### src/rtl/lc3b_types.sv
// Shared scoreboard types: parameter defaults and the architectural register index type.
package lc3b_types;

    localparam int NUM_REGS_DEF  = 8;
    localparam int NUM_ISSUE_DEF = 1;
    localparam int NUM_WB_DEF    = 2;
    localparam int CNT_W_DEF     = 2;
    localparam int REG_IDX_W     = $clog2(NUM_REGS_DEF);

    typedef logic [REG_IDX_W-1:0] lc3b_reg;

endpackage

### src/rtl/sb_counter.sv
// Per-register pending-writer counter with overflow look-ahead and underflow clamp.
// Optional macro SB_WB_BYPASS_EN: a register being fully released this cycle reads ready at once.
module sb_counter #(
    parameter int CNT_W = 2,
    parameter int EW    = CNT_W + 2
) (
    input  logic          clk,
    input  logic          rst_n,
    input  logic          flush,
    input  logic [EW-1:0] req_i,
    input  logic [EW-1:0] inc_i,
    input  logic [EW-1:0] dec_i,
    output logic          ready_o,
    output logic          ovf_o,
    output logic          uflow_o
);

    localparam logic [EW-1:0] CNT_MAX = {2'b00, {CNT_W{1'b1}}};

    logic [CNT_W-1:0] count_d, count_q;
    logic             ready_d, ready_q;
    logic [EW-1:0]    cnt_ext_s;

    assign cnt_ext_s = {2'b00, count_q};

    // Overflow test is rearranged to stay non-negative: count + req > dec + max.
    always_comb begin
        ovf_o = ((cnt_ext_s + req_i) > (dec_i + CNT_MAX));
    end

    // Next count: flush clears, excess releases clamp to zero and flag underflow.
    always_comb begin
        count_d = count_q;
        uflow_o = 1'b0;
        if (flush) begin
            count_d = {CNT_W{1'b0}};
        end else if (dec_i > (cnt_ext_s + inc_i)) begin
            count_d = {CNT_W{1'b0}};
            uflow_o = 1'b1;
        end else begin
            count_d = CNT_W'(cnt_ext_s + inc_i - dec_i);
        end
        ready_d = (count_d == {CNT_W{1'b0}});
    end

    // Count and registered ready flag.
    always_ff @(posedge clk) begin
        if (!rst_n) begin
            count_q <= {CNT_W{1'b0}};
            ready_q <= 1'b1;
        end else begin
            count_q <= count_d;
            ready_q <= ready_d;
        end
    end

`ifdef SB_WB_BYPASS_EN
    assign ready_o = ready_q | ((dec_i == cnt_ext_s) && (inc_i == {EW{1'b0}}));
`else
    assign ready_o = ready_q;
`endif

endmodule

### src/rtl/reg_scoreboard_mp.sv
// Multi-port register scoreboard: counts pending writers per register across issue/writeback lanes.
// Optional macro SB_WB_BYPASS_EN (see sb_counter) adds a combinational writeback bypass on ready_o.
module reg_scoreboard_mp
    import lc3b_types::*;
#(
    parameter int NUM_REGS  = NUM_REGS_DEF,
    parameter int NUM_ISSUE = NUM_ISSUE_DEF,
    parameter int NUM_WB    = NUM_WB_DEF,
    parameter int CNT_W     = CNT_W_DEF
) (
    input  logic                         clk,
    input  logic                         rst_n,
    input  logic [NUM_ISSUE-1:0]         iss_valid,
    input  lc3b_reg [NUM_ISSUE-1:0]      iss_idx,
    input  logic                         iss_kill,
    input  logic [NUM_WB-1:0]            wb_valid,
    input  lc3b_reg [NUM_WB-1:0]         wb_idx,
    input  logic                         flush,
    output logic [NUM_REGS-1:0]          ready_o,
    output logic                         iss_stall_o,
    output logic                         err_o
);

    localparam int EW = CNT_W + 2;

    logic [NUM_REGS-1:0][EW-1:0] req_cnt_s, inc_cnt_s, dec_cnt_s;
    logic [NUM_REGS-1:0]         ovf_s, uflow_s;
    logic                        accept_s, stall_s;
    logic                        err_d, err_q;

    // Per-register lane tallies; duplicate lanes to one register each add one.
    always_comb begin
        for (int r = 0; r < NUM_REGS; r++) begin
            req_cnt_s[r] = {EW{1'b0}};
            dec_cnt_s[r] = {EW{1'b0}};
            for (int i = 0; i < NUM_ISSUE; i++) begin
                req_cnt_s[r] = req_cnt_s[r] + EW'(iss_valid[i] && (iss_idx[i] == lc3b_reg'(r)));
            end
            for (int j = 0; j < NUM_WB; j++) begin
                dec_cnt_s[r] = dec_cnt_s[r] + EW'(wb_valid[j] && (wb_idx[j] == lc3b_reg'(r)));
            end
        end
    end

    assign stall_s     = rst_n & (|ovf_s);
    assign accept_s    = ~iss_kill & ~stall_s & ~flush;
    assign iss_stall_o = stall_s;

    // Accepted issues only; a stall or kill rejects every lane together.
    always_comb begin
        for (int r = 0; r < NUM_REGS; r++) begin
            if (accept_s) begin
                inc_cnt_s[r] = req_cnt_s[r];
            end else begin
                inc_cnt_s[r] = {EW{1'b0}};
            end
        end
    end

    for (genvar g = 0; g < NUM_REGS; g++) begin : g_cnt
        sb_counter #(
            .CNT_W (CNT_W),
            .EW    (EW)
        ) u_cnt (
            .clk     (clk),
            .rst_n   (rst_n),
            .flush   (flush),
            .req_i   (req_cnt_s[g]),
            .inc_i   (inc_cnt_s[g]),
            .dec_i   (dec_cnt_s[g]),
            .ready_o (ready_o[g]),
            .ovf_o   (ovf_s[g]),
            .uflow_o (uflow_s[g])
        );
    end

    // Sticky underflow flag; only reset clears it.
    always_comb begin
        err_d = err_q | (|uflow_s);
    end

    // Error flag register.
    always_ff @(posedge clk) begin
        if (!rst_n) begin
            err_q <= 1'b0;
        end else begin
            err_q <= err_d;
        end
    end

    assign err_o = err_q;

endmodule

### config.mk
export PLATFORM = sky130hd
export DESIGN_NAME = reg_scoreboard_mp
export DESIGN_NICKNAME = d
export VERILOG_FILES = /design/src/rtl/lc3b_types.sv /design/src/rtl/sb_counter.sv /design/src/rtl/reg_scoreboard_mp.sv
export SDC_FILE = /design/constraint.sdc
export NUM_CORES = 1
export LEC_CHECK = 0
export BUFFER_PORTS_ARGS = -buffer_cell sky130_fd_sc_hd__buf_2
export CORE_MARGIN = 10
export CORE_UTILIZATION = 55
export DETAILED_ROUTE_END_ITERATION = 16
export PLACE_DENSITY = 0.84
export SKIP_LAST_GASP = 1
export SLEW_MARGIN = 20
export SYNTH_ARGS = -nofsm -noshare
export SYNTH_HDL_FRONTEND = slang
export SYNTH_SLANG_ARGS = --single-unit
### constraint.sdc
create_clock -name clk -period 4.33 [get_ports clk]
set_input_delay 0.433 -clock clk [delete_from_list [all_inputs] [get_ports clk]]
set_output_delay 0.433 -clock clk [all_outputs]
set_load 0.01 [all_outputs]
==> results of run 1 <==
## layer usage
layer  global-route usage  vias to the layer above  wire length (um)
met5                    0                        -                 0
met1                0.192                     1370              3640
met4               0.0810                        0               429
li1                     -                     1365                 -
met2                0.388                      110              5000
met3               0.0424                       43               522
## sequential cells by signal (all words and copies together) (netlist names)
name	flops
g_cnt.u_cnt.ready_o	8
err_o	1
g_cnt.u_cnt.count_q	16
## cell usage after synthesis (all sizes together)
library cell	instances
nor2	30
o211ai	5
clkbuf	2
o41a	1
nand3	16
nor3b	6
nor4	7
o21ai	9
or2	1
nand2b	4
nand4	3
buf	10
inv	72
a21oi	3
and2	1
o31ai	1
nor3	12
nand2	15
dfxtp	25
a211oi	11
xor2	8
or4	1
ha	104
o22ai	4
nor2b	11
## power by group through the flow
stage	clock network (mW)	registers, mW	logic, mW
floorplan	0	0.244	0.0929
global placement	0	0.244	0.159
detailed placement	0	0.244	0.170
CTS	0.154	0.239	0.192
global route	0.169	0.241	0.249
finish	0.158	0.241	0.232
## through the flow
step,utilization,TNS [ns],instances,setup slack [ns],hold WS (ns)
after global routing,0.816,-1.78,511,-0.394,0.474
after floorplan,-,0,362,0.122,0.491
after global placement,0.686,-2.03,504,-0.473,0.470
after CTS,0.744,0,510,0.000992,0.401
final,0.816,-0.334,511,-0.223,0.461
after detailed placement,0.686,-4.36,504,-0.658,0.493
## final cells by class
class | count | share of cell area
clock inverter | 1 | 0.00177
clock buffer | 3 | 0.00972
inverter | 72 | 0.0642
tap | 70 | 0.0206
sequential | 25 | 0.118
multi-input combinational | 253 | 0.638
timing repair buffer | 87 | 0.148
## timing repair
| action | CTS | global route |
|---|---|---|
| pin swaps | 19 | 28 |
| endpoints found under the setup margin | 5 | 16 |
| gates resized for setup | 39 | 70 |
| buffers inserted | 2 | 2 |
## final timing paths
| check | depth (start not counted) | end | from | slack [ns] |
|---|---|---|---|---|
| max reg2reg | 17 | err_o | g_cnt[6].u_cnt.count_q[0] | -0.02 |
| min reg2reg | 2 | err_o | err_o | 0.56 |
| max | 21 | err_o | iss_idx[2] | -0.22 |
| min | 3 | err_o | rst_n | 0.46 |
## worst min-delay path, stage by stage
cell and delay (ns):
buf_2 0.12, nand2_1 0.07, o21ai_1 0.09
## cells in the final DEF (no fill, tap or decap), drive strengths merged, types with 3 or more instances in the layout
cell type and instances:
buf 86, clkbuf 4, dfxtp 25, nand2b 4
o21ai 9, a211oi 11, nor2b 11, xor2 8
o211ai 5, nand4 3, nor3 12, nor4 7
nor2 30, ha 104, nand2 15, inv 72
nand3 16, a21oi 3, o22ai 4, nor3b 6
## logic make-up after synthesis
group / after synthesis / share of synthesized area
XOR/XNOR: 8 / 0.0234
adder cells (fa/ha/maj): 104 / 0.434
buffers and inverters: 84 / 0.118
flip-flops: 25 / 0.167
AND/OR/NAND/NOR: 107 / 0.177
AO/OA/AOI/OAI: 34 / 0.0814
==> impl_metrics.toml, run 1 <==
[worst_setup_path]
critPathBufInv = 4
cp-end-kind = "register"
worst_path_largest_cell_delay_ns = 0.49
crit_path_start_kind = "primary input"
cp.arrival_ns = 4.70
worstPathMaxFanout = 5
cp_slowest_cell = "o41a_1"
cp_cell_sequence = "buf_6 -> nand2b_4 -> buf_6 -> nor2_4 -> ha_4 -> ha_4 -> ha_4 -> a211oi_4 -> o22ai_2 -> o41a_1 -> buf_6 -> nor4_4 -> ha_2 -> ha_4 -> inv_2 -> ha_4 -> nor2b_4 -> o211ai_1 -> nand4_1 -> nor4_2 -> o21ai_1"
cp_top_family = "adder cells"
crit_required_ns = 4.47
crit_type = "primary input to register"
critPathMostFrequentCell = "ha_4"

[synth]
synth_cell_type_count = 28
synth_area_leader_cell = "ha_1"
synth_area_leaders = "ha_1 (43%), dfxtp_1 (17%), inv_1 (9.0%)"
yosysWarnings = 0
ys_ff_latch = 25
synth-seq-area-share = 0.167
synth_fp_nets = 482
syn_area_sq_um = 3000
synth_area_per_cell_sq_um = 8.28
syn-instance-count = 362
yosysTopAreaCellShare = 0.434

[placement]
placed_area_sq_um = 3570
place_hpwl_um = 6370
gp_congestion = 0.874
port_buffers = 25

[power]
total_leakage_power_nw = 2.13
p_seq_frac = 0.381
ir_drop_mv = 0.110
cellPowerDensity_nw_per_um2 = 149
internal-power_mw = 0.411
p_total_mw = 0.631
power.share.switching = 0.348
p_sw_mw = 0.220
pwr-share-comb = 0.368
p_clk_frac = 0.251

[finish]
multi_input_area_sq_um = 2710
drive_gt1_frac = 0.390
syn2layout_area_growth_pct = 41.6
register_area_sq_um = 500
nFillCells = 279
insertedDiodeCount = 0
nNetsFinal = 562
fin_area_sq_um = 4250

[routing]
via_count = 2888
drc = 0
drt-initial-drc-count = 163
dr.pass1.iters = 4
avgViaCountPerCell = 5.65
wl_per_cell_um = 18.8
wirelength_um = 9590
ant_nets = 0

[cts]
cts-root-buf = "clkbuf_8"
clock-sinks = 25
cts_tree = "built"
cts.path.max_buffers = 2
cts_buffers = 3
clkTransAtPathRegs_ns = 0.10
cts_hold_buf = 0
htree_levels = 1
insertion_delay_ns = 0.29

[floorplan]
die_area_sq_um = 8810
start_util = 0.576
fp-row-count = 26
die_h_um = 93.8
core_sq_um = 5200
die_w_um = 93.8
io_pins = 26

[sta]
fmax_mhz = 220
drv_slew = 0
tightestPinTransition_ns = 0.860
max-slew-margin-rel = 0.427
min_period_ns = 4.55
rsz0062_at_grt = "yes"
setup_viol = 2
finalCritPeriodShare = 1.05
clock_skew_ns = 0.0104
hold_viol = 0
final.setup.worst_slack_ns = -0.223

[run]
max-cap-violations = 0

[grt]
grt_pass1_vias = 3016
grt_util_all_layers = 0.197
grt_max_degree = 18
grt_pass1_wl_um = 14000
antenna_found_initial = 0
grt_overflow = 0

[worst_hold_path]
hold_class = "primary input to register"

[outcome]
status = "complete, but fails checks"
violations = "negative setup slack"
(Power assumes the default switching activity.)
==> inputs of run 2 (changes only) <==
--- a/config.mk
+++ b/config.mk
@@ -7,9 +7,9 @@
 export LEC_CHECK = 0
 export BUFFER_PORTS_ARGS = -buffer_cell sky130_fd_sc_hd__buf_2
 export CORE_MARGIN = 10
-export CORE_UTILIZATION = 55
+export CORE_UTILIZATION = 65
 export DETAILED_ROUTE_END_ITERATION = 16
-export PLACE_DENSITY = 0.84
+export PLACE_DENSITY = 0.93
 export SKIP_LAST_GASP = 1
 export SLEW_MARGIN = 20
 export SYNTH_ARGS = -nofsm -noshare
==> constraint.sdc (replaced) <==
create_clock -name clk -period 5.5 [get_ports clk]
set_input_delay 0.55 -clock clk [delete_from_list [all_inputs] [get_ports clk]]
set_output_delay 0.55 -clock clk [all_outputs]
set_load 0.01 [all_outputs]
==> run 2 against run 1 <==
Effect of this change: core utilization down 10 points; clock skew down 0.00072 ns; design area down 26%; combinational power down 54%; clock power down 28%; non-clock buffer count down 62; highest routed layer unchanged; clock-buffer cell count up 1; via count down 12%; die area down 12%; the flow now finishes without violations; sequential share of layout area up 4.1 points; critical endpoint unchanged.
==> impl_metrics.toml, run 2 (synthesized netlist as in run 1, its figures left out) <==
[outcome]
status = "complete, no violations"

[worst_setup_path]
cp.arrival_ns = 5.02
cp-end-kind = "register"
rrSetupSlack_ns = 1.15
crit_required_ns = 5.63
worst_path_largest_cell_delay_ns = 0.57
r2r_cells = 16
crit_path_start_kind = "primary input"
worstPathMaxFanout = 9
cp_slowest_cell = "o41a_1"
cp_cell_sequence = "buf_2 -> nand2b_1 -> nor3_1 -> ha_1 -> ha_1 -> ha_1 -> a211oi_2 -> o22ai_1 -> o41a_1 -> nor4_1 -> ha_1 -> ha_1 -> inv_1 -> ha_1 -> nor2b_1 -> o211ai_1 -> nand4_1 -> nor4_1 -> o21ai_0"
critPathMostFrequentCell = "ha_1"
crit_type = "primary input to register"
rr_startpoint = "g_cnt[7].u_cnt.count_q[0]"
r2r_end = "err_o"
critPathLaunch = "iss_idx[2]"
endpoint = "err_o"

[floorplan]
core_sq_um = 4410
die_w_um = 87.9
fp-row-count = 24
die_h_um = 87.9
io_pins = 26
die_area_sq_um = 7730
start_util = 0.679

[routing]
wl_per_cell_um = 15.8
drt-initial-drc-count = 218
via_count = 2541
drc = 0
ant_nets = 0
avgViaCountPerCell = 5.90
wirelength_um = 6810
dr.pass1.iters = 5

[placement]
gp_congestion = 0.879
dp_slack_ns = 0.420
port_buffers = 25
place_hpwl_um = 5770

[power]
ir_drop_mv = 0.161
total_leakage_power_nw = 1.80
power.share.switching = 0.317
p_seq_frac = 0.460
pwr-share-comb = 0.260
internal-power_mw = 0.279
cellPowerDensity_nw_per_um2 = 130
p_sw_mw = 0.130
p_clk_frac = 0.280

[sta]
max-slew-margin-rel = 0.469
final.setup.worst_slack_ns = 0.607
min_period_ns = 4.89
hold_viol = 0
drv_slew = 0
fmax_mhz = 204
setup_viol = 0
finalCritPeriodShare = 0.890
tightestPinTransition_ns = 0.796
clock_skew_ns = 0.00971
rsz0062_at_grt = "no"
setup_tns_ns = 0

[grt]
use_met3 = 0.0492
grt_overflow = 0
groute.layer.met1.usage = 0.206
grt_pass1_wl_um = 10900
grt_max_degree = 18
grtUsageMet2 = 0.301
antenna_found_initial = 0
grt_util_all_layers = 0.176
grt_pass1_vias = 2432
top_usage_layer = "met2"

[cts]
cts_hold_buf = 0
clock-sinks = 25
cts.path.max_buffers = 2
cts_buffers = 3
cts_tree = "built"
clkTransAtPathRegs_ns = 0.09
cts_resized = 0
htree_levels = 1
postCtsSetupBuffers = 0
cts-root-buf = "clkbuf_8"
insertion_delay_ns = 0.28

[finish]
insertedDiodeCount = 0
syn2layout_area_growth_pct = 5.09
final_cell_mix = "ha_1 (104), inv_1 (72), nor2_1 (30)"
final_common_cell = "ha_1"
drive_gt1_frac = 0.0871
largest_register_ffs = 16
nNetsFinal = 500
top_register = "g_cnt.u_cnt.count_q"

[run]
max-cap-violations = 0

[worst_hold_path]
hold_class = "register to register"
==> run 2: changes by cell type in the layout (fill, tap and decap cells not counted), moves of 7 or more <==
cell     change
buf_4       -59
ha_1        +30
ha_4        -22
ha_2         -8
buf_6        -7
nor2b_1      +7
==> run 2: per-stage QoR <==
stage	power, mW	hold slack [ns]	utilization	cells	cell area, sq um
2_1_floorplan	0.265	0.491	-	362	3000
3_5_place_dp	0.296	0.452	0.704	427	3110
3_3_place_gp	0.289	0.462	0.704	427	3110
4_1_cts	0.408	0.475	0.714	431	3150
6_report	0.409	0.479	0.714	431	3150
5_1_grt	0.427	0.528	0.714	431	3150
==> run 2: routing by layer <==
metal  vias to the layer above  wire [um]
met1                      1145       2810
met4                         0        215
met3                        30        599
li1                       1242          -
met2                       124       3180
met5                         -          0
==> run 2: power by group through the flow <==
stage	registers, mW	clock network [mW]	logic (mW)
floorplan	0.192	0	0.0731
global placement	0.192	0	0.0973
detailed placement	0.192	0	0.104
CTS	0.188	0.115	0.105
global route	0.189	0.119	0.119
finish	0.188	0.114	0.107
==> run 2: worst min path at each step <==
| stage | from | endpoint | slack (ns) | depth (start not counted) |
|---|---|---|---|---|
| after floorplan | err_o | err_o | 0.49 | 2 |
| after global placement | err_o | err_o | 0.46 | 2 |
| after detailed placement | err_o | err_o | 0.45 | 2 |
| after CTS | err_o | err_o | 0.48 | 2 |
| after global routing | err_o | err_o | 0.53 | 2 |
| final | err_o | err_o | 0.48 | 2 |
==> run 2: final cells by class <==
cell class / instances / area (sq um)
fill: 323 / 1260
timing repair buffer: 25 / 125
inverter: 72 / 270
sequential: 25 / 500
tap: 52 / 65.1
multi-input combinational: 253 / 2150
clock buffer: 4 / 45.0
==> run 2: critical path: cells and delay by family <==
| family | cells | cell delay, ns |
|---|---|---|
| fa+ha+maj | 6 | 1.48 |
| buf+inv | 2 | 0.16 |
| simple gates | 6 | 1.55 |
| compound gates | 5 | 1.27 |
==> inputs of run 3 (changes only) <==
--- a/config.mk
+++ b/config.mk
@@ -7,9 +7,9 @@
 export LEC_CHECK = 0
 export BUFFER_PORTS_ARGS = -buffer_cell sky130_fd_sc_hd__buf_2
 export CORE_MARGIN = 10
-export CORE_UTILIZATION = 65
+export CORE_UTILIZATION = 35
 export DETAILED_ROUTE_END_ITERATION = 16
-export PLACE_DENSITY = 0.93
+export PLACE_DENSITY = 0.59
 export SKIP_LAST_GASP = 1
 export SLEW_MARGIN = 20
 export SYNTH_ARGS = -nofsm -noshare
==> run 3 against run 2 <==
Effect of this change: sequential power hardly changed; critical path depth stayed put; non-clock buffer count stayed put; clock power hardly changed; maximum frequency is 0.41% higher; sequential cell count stayed put; sequential share of layout area is 0.33 points lower; clock-buffer cell count stayed put; design area is 2.1% higher; wire length is 6.8% lower; highest routed layer unchanged.
==> impl_metrics.toml, run 3 (synthesized netlist as in run 1, its figures left out) <==
[cts]
cts_hold_buf = 0
cts_tree = "built"
clkTransAtPathRegs_ns = 0.09
cts_resized = 0
clock-sinks = 25
cts-root-buf = "clkbuf_8"
htree_levels = 1
insertion_delay_ns = 0.28
postCtsSetupBuffers = 0
cts_buffers = 3
cts.path.max_buffers = 2

[sta]
tightestPinTransition_ns = 0.806
max-slew-margin-rel = 0.463
rsz0062_at_grt = "no"
setup_tns_ns = 0
clock_skew_ns = 0.00923
setup_viol = 0
final.setup.worst_slack_ns = 0.627
finalCritPeriodShare = 0.886
fmax_mhz = 205
drv_slew = 0
hold_viol = 0
min_period_ns = 4.87

[finish]
final_util = 0.390
nNetsFinal = 500
final_common_cell = "ha_1"
fin_area_sq_um = 3220
final_cell_mix = "ha_1 (104), inv_1 (72), nor2_1 (30)"
syn2layout_area_growth_pct = 7.30
top_register = "g_cnt.u_cnt.count_q"
drive_gt1_frac = 0.0871
largest_register_ffs = 16
insertedDiodeCount = 0

[routing]
wl_per_cell_um = 13.1
drt-initial-drc-count = 108
ant_nets = 0
via_count = 2322
avgViaCountPerCell = 4.80
dr.pass1.iters = 4
drc = 0
wirelength_um = 6350

[placement]
place_hpwl_um = 5480
dp_slack_ns = 0.379
port_buffers = 25
placed_area_sq_um = 3170
gp_congestion = 0.815

[worst_setup_path]
cp-end-kind = "register"
cp_cell_sequence = "buf_2 -> nand2b_1 -> nor3_1 -> ha_1 -> ha_1 -> ha_1 -> a211oi_2 -> o22ai_1 -> o41a_1 -> nor4_1 -> ha_1 -> ha_1 -> inv_1 -> ha_1 -> nor2b_1 -> o211ai_1 -> nand4_1 -> nor4_1 -> o21ai_0"
r2r_end = "err_o"
crit_type = "primary input to register"
worst_path_largest_cell_delay_ns = 0.55
rr_startpoint = "g_cnt[3].u_cnt.count_q[0]"
crit_required_ns = 5.63
cp.arrival_ns = 5.00
cp_slowest_cell = "o41a_1"
worstPathMaxFanout = 9
r2r_cells = 16
rrSetupSlack_ns = 1.09
crit_path_start_kind = "primary input"
critPathMostFrequentCell = "ha_1"

[floorplan]
die_w_um = 113
die_area_sq_um = 12700
fp-row-count = 33
die_h_um = 113
core_sq_um = 8260
io_pins = 26
start_util = 0.363

[power]
p_total_mw = 0.406
ir_drop_mv = 0.0781
cellPowerDensity_nw_per_um2 = 126
total_leakage_power_nw = 1.80

[grt]
antenna_found_initial = 0
grt_pass1_wl_um = 10900
grt_util_all_layers = 0.103
grt_overflow = 0
grt_pass1_vias = 2321
grt_max_degree = 18

[worst_hold_path]
hold_depth = 2
worstHoldStart = "err_o"
whs_endpoint = "err_o"
hold_class = "register to register"

[outcome]
status = "complete, no violations"

[run]
max-cap-violations = 0
run 3: worst max-delay path, delay by kind of cell:
family | cells | cell delay, ns
AOI/OAI and AO/OA | 5 | 1.23
adders and majority gates | 6 | 1.43
buffers and inverters | 2 | 0.15
and+or+nand+nor | 6 | 1.64
run 3: how the worst max path moves through the flow:
stage,start,endpoint
floorplan,iss_idx[2],err_o
global placement,iss_idx[2],err_o
detailed placement,iss_idx[2],err_o
CTS,iss_idx[2],err_o
global route,iss_idx[2],err_o
finish,iss_idx[2],err_o
run 3: routing by layer:
metal / part of all wire / vias to the layer above / global-route usage
li1: - / 1239 / -
met1: 0.50 / 1042 / 0.134
met2: 0.44 / 37 / 0.166
met3: 0.052 / 4 / 0.0288
met4: 0.0054 / 0 / 0.0178
met5: 0 / - / 0
run 3: layout make-up:
class                   instances  area, sq um
clock buffers                   4         45.0
fillers                       862         5040
inverters                      72          270
multi-input cells             253         2150
flip-flops and latches         25          500
well taps                     105          131
repair buffers                 25          125
run 3: power by group:
| group | switching, mW | internal [mW] | leakage [nW] |
|---|---|---|---|
| registers | 0.00221 | 0.186 | 0.203 |
| logic | 0.0614 | 0.0412 | 1.57 |
| clock network | 0.0636 | 0.0520 | 0.0228 |
run 3: metrics by stage:
stage | hold WS (ns) | instances
6_report | 0.476 | 484
4_1_cts | 0.480 | 484
3_5_place_dp | 0.456 | 480
3_3_place_gp | 0.446 | 480
5_1_grt | 0.524 | 484
2_1_floorplan | 0.491 | 362
